### src/rtl/code_onehot_decoder_if.sv
// rtl/code_onehot_decoder_if.sv - code-in / one-hot-out handshake bundle for code_onehot_decoder
interface code_onehot_decoder_if #(
    parameter int CODE_W = 2
);
    localparam int OUT_W = 2**CODE_W;

    logic              in_valid;
    logic              in_ready;
    logic [CODE_W-1:0] in_code;
    logic              in_en;
    logic              out_valid;
    logic              out_ready;
    logic [OUT_W-1:0]  out_onehot;

    modport master (
        output in_valid, in_code, in_en, out_ready,
        input  in_ready, out_valid, out_onehot
    );

    modport slave (
        input  in_valid, in_code, in_en, out_ready,
        output in_ready, out_valid, out_onehot
    );
endinterface

### src/rtl/code_onehot_decoder.sv
// rtl/code_onehot_decoder.sv - binary-to-one-hot decoder with 2-entry output FIFO and popped-word counter
module code_onehot_decoder #(
    parameter int CODE_W = 2,
    parameter int CNT_W  = 8
) (
    input  logic                 clk,
    input  logic                 rst,
    code_onehot_decoder_if.slave bus,
    input  logic                 cnt_clr,
    output logic [CNT_W-1:0]     decoded_cnt,
    output logic                 cnt_sat
);
    localparam int OUT_W = 2**CODE_W;

    localparam logic [1:0] S_EMPTY = 2'd0;
    localparam logic [1:0] S_ONE   = 2'd1;
    localparam logic [1:0] S_FULL  = 2'd2;

    logic [1:0]       r_state;
    logic             r_in_ready;
    logic [OUT_W-1:0] r_head;
    logic             r_head_en;
    logic [OUT_W-1:0] r_tail;
    logic             r_tail_en;
    logic [CNT_W-1:0] r_cnt;
    logic             r_sat;

    logic [OUT_W-1:0] w_decoded;
    logic [1:0]       w_state_nxt;
    logic             w_push;
    logic             w_pop;
    logic             w_out_valid;
    logic [CNT_W-1:0] w_cnt_inc;

    // Decode happens at push time so the FIFO only ever holds finished words.
    always_comb begin
        w_decoded = '0;
        for (int i = 0; i < OUT_W; i++) begin
            w_decoded[i] = bus.in_en && (bus.in_code == CODE_W'(i));
        end
    end

    assign w_out_valid = (r_state != S_EMPTY);
    assign w_push      = bus.in_valid & r_in_ready;
    assign w_pop       = w_out_valid & bus.out_ready;
    assign w_cnt_inc   = r_cnt + CNT_W'(1);

    always_comb begin
        w_state_nxt = r_state;
        case (r_state)
            S_EMPTY: if (w_push) w_state_nxt = S_ONE;
            S_ONE: begin
                if (w_push && !w_pop)      w_state_nxt = S_FULL;
                else if (!w_push && w_pop) w_state_nxt = S_EMPTY;
            end
            S_FULL:  if (w_pop) w_state_nxt = S_ONE;
            default: w_state_nxt = S_EMPTY;
        endcase
    end

    always_ff @(posedge clk) begin
        if (rst) begin
            r_state    <= S_EMPTY;
            r_in_ready <= 1'b0;
            r_head     <= '0;
            r_head_en  <= 1'b0;
            r_tail     <= '0;
            r_tail_en  <= 1'b0;
            r_cnt      <= '0;
            r_sat      <= 1'b0;
        end else begin
            r_state    <= w_state_nxt;
            // Registered from next state, so out_ready never reaches in_ready combinationally.
            r_in_ready <= (w_state_nxt != S_FULL);

            // Head is never cleared on pop: in EMPTY it keeps showing the last popped word.
            case (r_state)
                S_EMPTY: begin
                    if (w_push) begin
                        r_head    <= w_decoded;
                        r_head_en <= bus.in_en;
                    end
                end
                S_ONE: begin
                    if (w_push && w_pop) begin
                        r_head    <= w_decoded;
                        r_head_en <= bus.in_en;
                    end else if (w_push) begin
                        r_tail    <= w_decoded;
                        r_tail_en <= bus.in_en;
                    end
                end
                S_FULL: begin
                    if (w_pop) begin
                        r_head    <= r_tail;
                        r_head_en <= r_tail_en;
                    end
                end
                default: ;
            endcase

            if (cnt_clr) begin
                r_cnt <= '0;
                r_sat <= 1'b0;
            end else if (w_pop && r_head_en) begin
                if (r_cnt != '1) r_cnt <= w_cnt_inc;
                if ((w_cnt_inc == '1) || (r_cnt == '1)) r_sat <= 1'b1;
            end
        end
    end

    assign bus.in_ready   = r_in_ready;
    assign bus.out_valid  = w_out_valid;
    assign bus.out_onehot = r_head;
    assign decoded_cnt    = r_cnt;
    assign cnt_sat        = r_sat;
endmodule

### src/flat_wrapper.sv
// flat-port wrapper written by rule: the top's interface ports become plain ports
module code_onehot_decoder_flat 
#(
    parameter int CODE_W = 2,
    parameter int CNT_W  = 8
)
  (clk, rst, cnt_clr, decoded_cnt, cnt_sat, bus_in_valid, bus_in_code, bus_in_en, bus_out_ready, bus_in_ready, bus_out_valid, bus_out_onehot);
  code_onehot_decoder_if #(.CODE_W(CODE_W)) bus_i ();
  input  logic clk;
  input  logic rst;
  input  logic cnt_clr;
  output logic [CNT_W-1:0] decoded_cnt;
  output logic cnt_sat;
  input wire logic [$bits(bus_i.in_valid)-1:0] bus_in_valid;
  input wire logic [$bits(bus_i.in_code)-1:0] bus_in_code;
  input wire logic [$bits(bus_i.in_en)-1:0] bus_in_en;
  input wire logic [$bits(bus_i.out_ready)-1:0] bus_out_ready;
  output wire logic [$bits(bus_i.in_ready)-1:0] bus_in_ready;
  output wire logic [$bits(bus_i.out_valid)-1:0] bus_out_valid;
  output wire logic [$bits(bus_i.out_onehot)-1:0] bus_out_onehot;
  assign bus_i.in_valid = bus_in_valid;
  assign bus_i.in_code = bus_in_code;
  assign bus_i.in_en = bus_in_en;
  assign bus_i.out_ready = bus_out_ready;
  assign bus_in_ready = bus_i.in_ready;
  assign bus_out_valid = bus_i.out_valid;
  assign bus_out_onehot = bus_i.out_onehot;
  code_onehot_decoder #(.CODE_W(CODE_W), .CNT_W(CNT_W)) u_core (.clk(clk), .rst(rst), .bus(bus_i), .cnt_clr(cnt_clr), .decoded_cnt(decoded_cnt), .cnt_sat(cnt_sat));
endmodule
### config.mk
export PLATFORM = sky130hd
export DESIGN_NAME = code_onehot_decoder_flat
export DESIGN_NICKNAME = d
export VERILOG_FILES = /design/src/rtl/code_onehot_decoder_if.sv /design/src/rtl/code_onehot_decoder.sv /design/src/flat_wrapper.sv
export SDC_FILE = /design/constraint.sdc
export NUM_CORES = 1
export LEC_CHECK = 0
export BUFFER_PORTS_ARGS = -buffer_cell sky130_fd_sc_hd__buf_2
export CAP_MARGIN = 15
export CORE_MARGIN = 4
export CORE_UTILIZATION = 40
export CTS_CLUSTER_DIAMETER = 30
export DETAILED_ROUTE_END_ITERATION = 16
export PLACE_DENSITY = 0.68
export SETUP_SLACK_MARGIN = 0.02
export SLEW_MARGIN = 15
export SYNTH_ARGS = -nofsm -noshare
export SYNTH_HDL_FRONTEND = slang
export SYNTH_SLANG_ARGS = --single-unit
### constraint.sdc
create_clock -name clk -period 2.15 [get_ports clk]
set_input_delay 0.1075 -clock clk [delete_from_list [all_inputs] [get_ports clk]]
set_output_delay 0.1075 -clock clk [all_outputs]
set_load 0.005 [all_outputs]
# --- Yosys cells after proc, flatten, opt, wreduce, memory -nomap -nowiden ---
# Cells that the tools add are included.
word_totals:
  reg_bits: 22
  inputBits: 8
  output_inout_bits: 15
classes:
  add_sub_neg: 1
  eq_ne: 12
  n_mux: 13
  bitwise: 3
  reduce_logical: 20
ops:
  columns: ["op", "n"]
  rows:
  - ["$eq A8 B8 Y1 const B", 2]
  - ["$mux W4", 3]
  - ["$pmux W4 S3", 1]
  - ["$add A8 B1 Y8 const B", 1]
  - ["$logic_and A1 B1 Y1", 8]
  - ["$mux W2", 4]
  - ["$ne A8 B8 Y1 const B", 1]
  - ["$eq A2 B2 Y1 const B", 3]
  - ["$ne A2 B1 Y1 const B", 3]
  - ["$pmux W2 S3", 1]
  - ["$eq A2 B1 Y1 const B", 2]
  - ["$logic_not A2 Y1", 2]
  - ["$reduce_and A2 Y1", 2]
  - ["$reduce_and A4 Y1", 1]
  - ["$mux W1", 3]
  - ["$pmux W1 S3", 1]
  - ["$reduce_and A3 Y1", 1]
  - ["$reduce_bool A3 Y1", 1]
  - ["$and A1 B1 Y1", 2]
  - ["$logic_not A1 Y1", 2]
  - ["$ne A2 B2 Y1 const B", 1]
  - ["$reduce_bool A2 Y1", 1]
  - ["$reduce_or A2 Y1", 1]
  - ["$logic_or A1 B1 Y1", 1]
  - ["$not A1 Y1", 1]

# --- Depth between registers and ports, before layout ---
logic_depth:
  word_depth: 7
  depth_mapped: 6
  mapped_depth_nobuf: 6

# --- Least setup slack after synthesis ---
# OpenSTA, ideal clock, no wires.
synth_timing:
  kind: "reg2reg"
  from: "reg u_core.r_cnt[0] (netlist: u_core.decoded_cnt[0])"
  to: "reg u_core.r_sat (netlist: u_core.cnt_sat)"
  setup_ns: 0.073
  t_arrival_ns: 1.520
  setup_slack_ns: 0.557
  path_stages_with_launch: 7
  path_buffers: 0
  path_cell_list: "dfxtp_1 ha_1 nand3_1 xnor2_1 nand3_1 o41a_1 nor3_2"
synth_between:
  elab_chain_cells: 4
  word_cells_on_any_way: 5
  classes_between: "add/sub: 1; eq/ne: 2; reduce/logical: 2"
synth_rtl:
  columns: ["item", "line_no", "rtl"]
  rows:
  - ["from (decl)", "code_onehot_decoder.sv:25", "logic [CNT_W-1:0] r_cnt;"]
  - ["from (signal assigned)", "code_onehot_decoder.sv:106", "if (r_cnt != '1) r_cnt <= w_cnt_inc;"]
  - ["$add A8 B1 Y8", "code_onehot_decoder.sv:46", "assign w_cnt_inc = r_cnt + CNT_W'(1);"]
  - ["$eq A8 B8 Y1", "code_onehot_decoder.sv:107", "if ((w_cnt_inc == '1) || (r_cnt == '1)) r_sat <= 1'b1;"]
  - ["$logic_or A1 B1 Y1 *", "code_onehot_decoder.sv:107", null]
  - ["$reduce_and A2 Y1 (no source line) *", null, null]
  - ["to (signal assigned)", "code_onehot_decoder.sv:70", "r_sat <= 1'b0;"]
  - ["to (signal assigned)", "code_onehot_decoder.sv:104", "r_sat <= 1'b0;"]
  - ["to (signal assigned)", "code_onehot_decoder.sv:107", null]
  - ["to (decl)", "code_onehot_decoder.sv:26", "logic r_sat;"]
# Mark *: on every way between the ends. The rest lies on a longest branch, timed or not.
# A chain may end at the register's enable or synchronous reset.

# --- Worst setup path after layout ---
# Ends and elaborated chain as after synthesis.

==> metrics.csv <==
stage;metric;value;unit
outcome;status;finished, final reports clean;
finish;fin nets;155;
clocking;CTS buffer count;3;
die;Initial Utilization;0.4322;
yosys;Avg Cell Area, Syn;8.942;sq um
setup_path;cell count of the worst reg-to-reg path;6;
timing;post-layout minimum cycle time;1742;ps
clocking;CTS tree;done;
die;I/O pins;23;
timing;PnR worst setup slack;407.8;ps
yosys;Post-synth top flop;dfxtp_1;
setup_path;last element of the critical path;u_core.cnt_sat$_SDFFE_PP0P_;
finish;most frequent cells in the layout;24 x nor2_1, 22 x buf_2, 22 x dfxtp_1;
setup_path;Worst Setup SP;u_core.decoded_cnt[0]$_SDFFE_PP0P_;
timing;Worst-Margin Slew;622.4;ps
job;Max Cap Viol;0;
clocking;Hold Buf Count CTS;0;
yosys;Yosys cell types;34;
timing;Clock Skew;3.390;ps
clocking;CTS root buf;clkbuf_4;
timing;hold slack;109.2;ps
die;total die area;3652;sq um
worst_hold_path;hold crit path type;in -> reg;
setup_path;Crit Path Max Fanout;7;
yosys;Mapped Nets;133;
die;Die H;60.44;um
pwr;worst vdd ir;0.3103;mV
yosys;EDFF count, synth;0;
detailed_routing;Initial DRT Pass Iterations;4;
setup_path;R2R Setup Slk;410;ps
place;Placement Setup Slack;436.5;ps
pwr;internal power;512.3;uW
pwr;Comb pwr share;0.092;
timing;Fmax achieved;574.0;MHz
timing;Max transition margin;0.5826;
yosys;Syn Inst Count;123;
place;dpl cells;170;
detailed_routing;antenna-violating nets left;0;
pwr;clock share of power;0.276;
yosys;Post-synth ARST share;0;
timing;Setup TNS Final;0;ps
global_route;first-pass GRT wire length;3498;um
clocking;Post-CTS Setup Repair Bufs;0;
setup_path;CP required;2390;ps
place;detailed placement HPWL;1637;um
setup_path;Reg2Reg Capture Point;u_core.cnt_sat$_SDFFE_PP0P_;
global_route;vias in the first global route;831;
timing;Hold Fails Final Rpt;0;
timing;# setup viols final;0;
yosys;post-synthesis sequential area ratio;0.4005;
pwr;Sequential Power Share;0.632;
clocking;CTS H-tree lvls;1;
detailed_routing;routed len/inst;12.03;um
detailed_routing;Post-Route WL;2082;um
die;core area;2545;sq um
yosys;Yosys reg bits;22;
finish;Area Growth Syn to Fin;13.54;%
setup_path;Worst Setup Start Kind;flip-flop;
finish;fill count;259;
setup_path;critical setup path kind;reg -> reg;
clocking;clock sink total;22;
place;RePlAce Congestion;0.8582;
timing;RSZ-0062 raised after global routing;false;
detailed_routing;Via Count;911;
clocking;worst-case clock buffer depth;2;
global_route;initial antenna violation count;0;
setup_path;Worst R2R Start;u_core.decoded_cnt[0]$_SDFFE_PP0P_;
yosys;synth warn;0;
pwr;switching pwr;160.2;uW
clocking;worst skew pair latency;300;ps
worst_hold_path;hold path depth;3;
pwr;sw frac;0.2382;
detailed_routing;# DRC;0;
pwr;P_leak;0.5299;nW
finish;leading cell type in the layout, fill and taps excluded;nor2_1;
global_route;largest net degree at the start of global routing;15;
setup_path;Worst setup EP type;flip-flop;
finish;Layout Cells excl Fill;173;
setup_path;Worst EP arrival;1980;ps
pwr;power density cells;538.5;nW/um^2
clocking;post-cts gate resize count;0;
global_route;grt ovf;0;
timing;period utilization;0.8103;
global_route;gr usage total;0.1263;
clocking;clock transition at the registers of the reported paths;120;ps
finish;# diodes;0;
die;FP Rows;18;
yosys;Synth Cell Area;1100;sq um
detailed_routing;DRT iter0 DRCs;24;
place;number of buffers added on ports;22;
detailed_routing;Avg Vias per Cell;5.266;
finish;layout cell share with drive strength beyond 1;0.2308;
timing;Slew Viols, Final;0;
die;Die X;60.44;um
==> flip-flops by register name (all words and copies together) (netlist names) <==
| signal | flops |
|---|---|
| u_core.r_tail | 4 |
| u_core.bus.out_onehot | 4 |
| u_core.bus.in_ready | 1 |
| u_core.r_head_en | 1 |
| u_core.cnt_sat | 1 |
| u_core.decoded_cnt | 8 |
| u_core.r_state | 2 |
| u_core.r_tail_en | 1 |
==> how the worst min path moves through the flow <==
stage	startpoint	endpoint	slack, ps
final	bus_in_en	u_core.r_tail_en$_SDFFE_PP0P_	110
after CTS	bus_in_en	u_core.r_tail_en$_SDFFE_PP0P_	100
after detailed placement	bus_in_en	u_core.r_tail_en$_SDFFE_PP0P_	430
after global placement	bus_in_en	u_core.r_tail_en$_SDFFE_PP0P_	410
after floorplan	rst	u_core.bus.out_onehot[0]$_SDFFE_PP0P_	180
after global routing	rst	u_core.r_tail[2]$_SDFFE_PP0P_	120
==> cell type report <==
cell class | count | area (sq um) | share of cell area
clock buffers | 3 | 22.52 | 0.01804
multi-input cells | 94 | 630.6 | 0.5050
flip-flops and latches | 22 | 440.4 | 0.3527
well taps | 30 | 37.54 | 0.03006
repair buffers | 22 | 110.1 | 0.08818
inverters | 2 | 7.507 | 0.006012
==> critical path, cell delays in order, from the launching register on <==
cell     delay [ps]
dfxtp_1         470
ha_1            260
nand3_1         130
xnor2_1         160
nand3_1         100
o41a_1          420
nor3_2          140
==> metal layers <==
layer	up-vias	track usage	share of wire
met2	21	0.2191	0.47
met1	415	0.1547	0.47
li1	473	-	-
met4	0	0.05573	0.0072
met5	-	0	0
met3	2	0.01915	0.048
==> cell usage after synthesis, types with 3 or more instances <==
master | instances | area share
nand3_1 | 3 | 0.014
nand2_1 | 7 | 0.024
xor2_1 | 6 | 0.048
mux2i_1 | 12 | 0.11
a31oi_1 | 3 | 0.017
and3_1 | 3 | 0.017
xnor2_1 | 3 | 0.024
nor3_1 | 3 | 0.014
a211oi_1 | 6 | 0.041
nor2_1 | 24 | 0.082
dfxtp_1 | 22 | 0.40
==> power groups by stage <==
| stage | registers [mW] | clock network, mW | logic (mW) |
|---|---|---|---|
| CTS | 0.425 | 0.192 | 0.0632 |
| finish | 0.425 | 0.186 | 0.0620 |
| global route | 0.427 | 0.212 | 0.0712 |
| global placement | 0.434 | 0 | 0.0622 |
| detailed placement | 0.434 | 0 | 0.0631 |
| floorplan | 0.434 | 0 | 0.0388 |
==> cell families after synthesis <==
kind of cell / after synthesis / share of synthesized area
adders and majority gates: 2 / 0.02275
xor gates and xnor gates: 9 / 0.07168
muxes: 12 / 0.1092
DFF: 22 / 0.4005
AOI/OAI and AO/OA: 15 / 0.1103
buffers and inverters: 7 / 0.02617
and+or+nand+nor: 56 / 0.2594
==> through the flow <==
step             util  instance area, sq um  power (mW)
2_1_floorplan       -                  1100      0.4725
3_3_place_gp   0.4818                  1226      0.4959
3_5_place_dp   0.4818                  1226      0.4973
4_1_cts        0.4907                  1249      0.6804
5_1_grt        0.4907                  1249      0.7100
6_report       0.4907                  1249      0.6725
No activity file was read; power rests on OpenSTA's default activity.
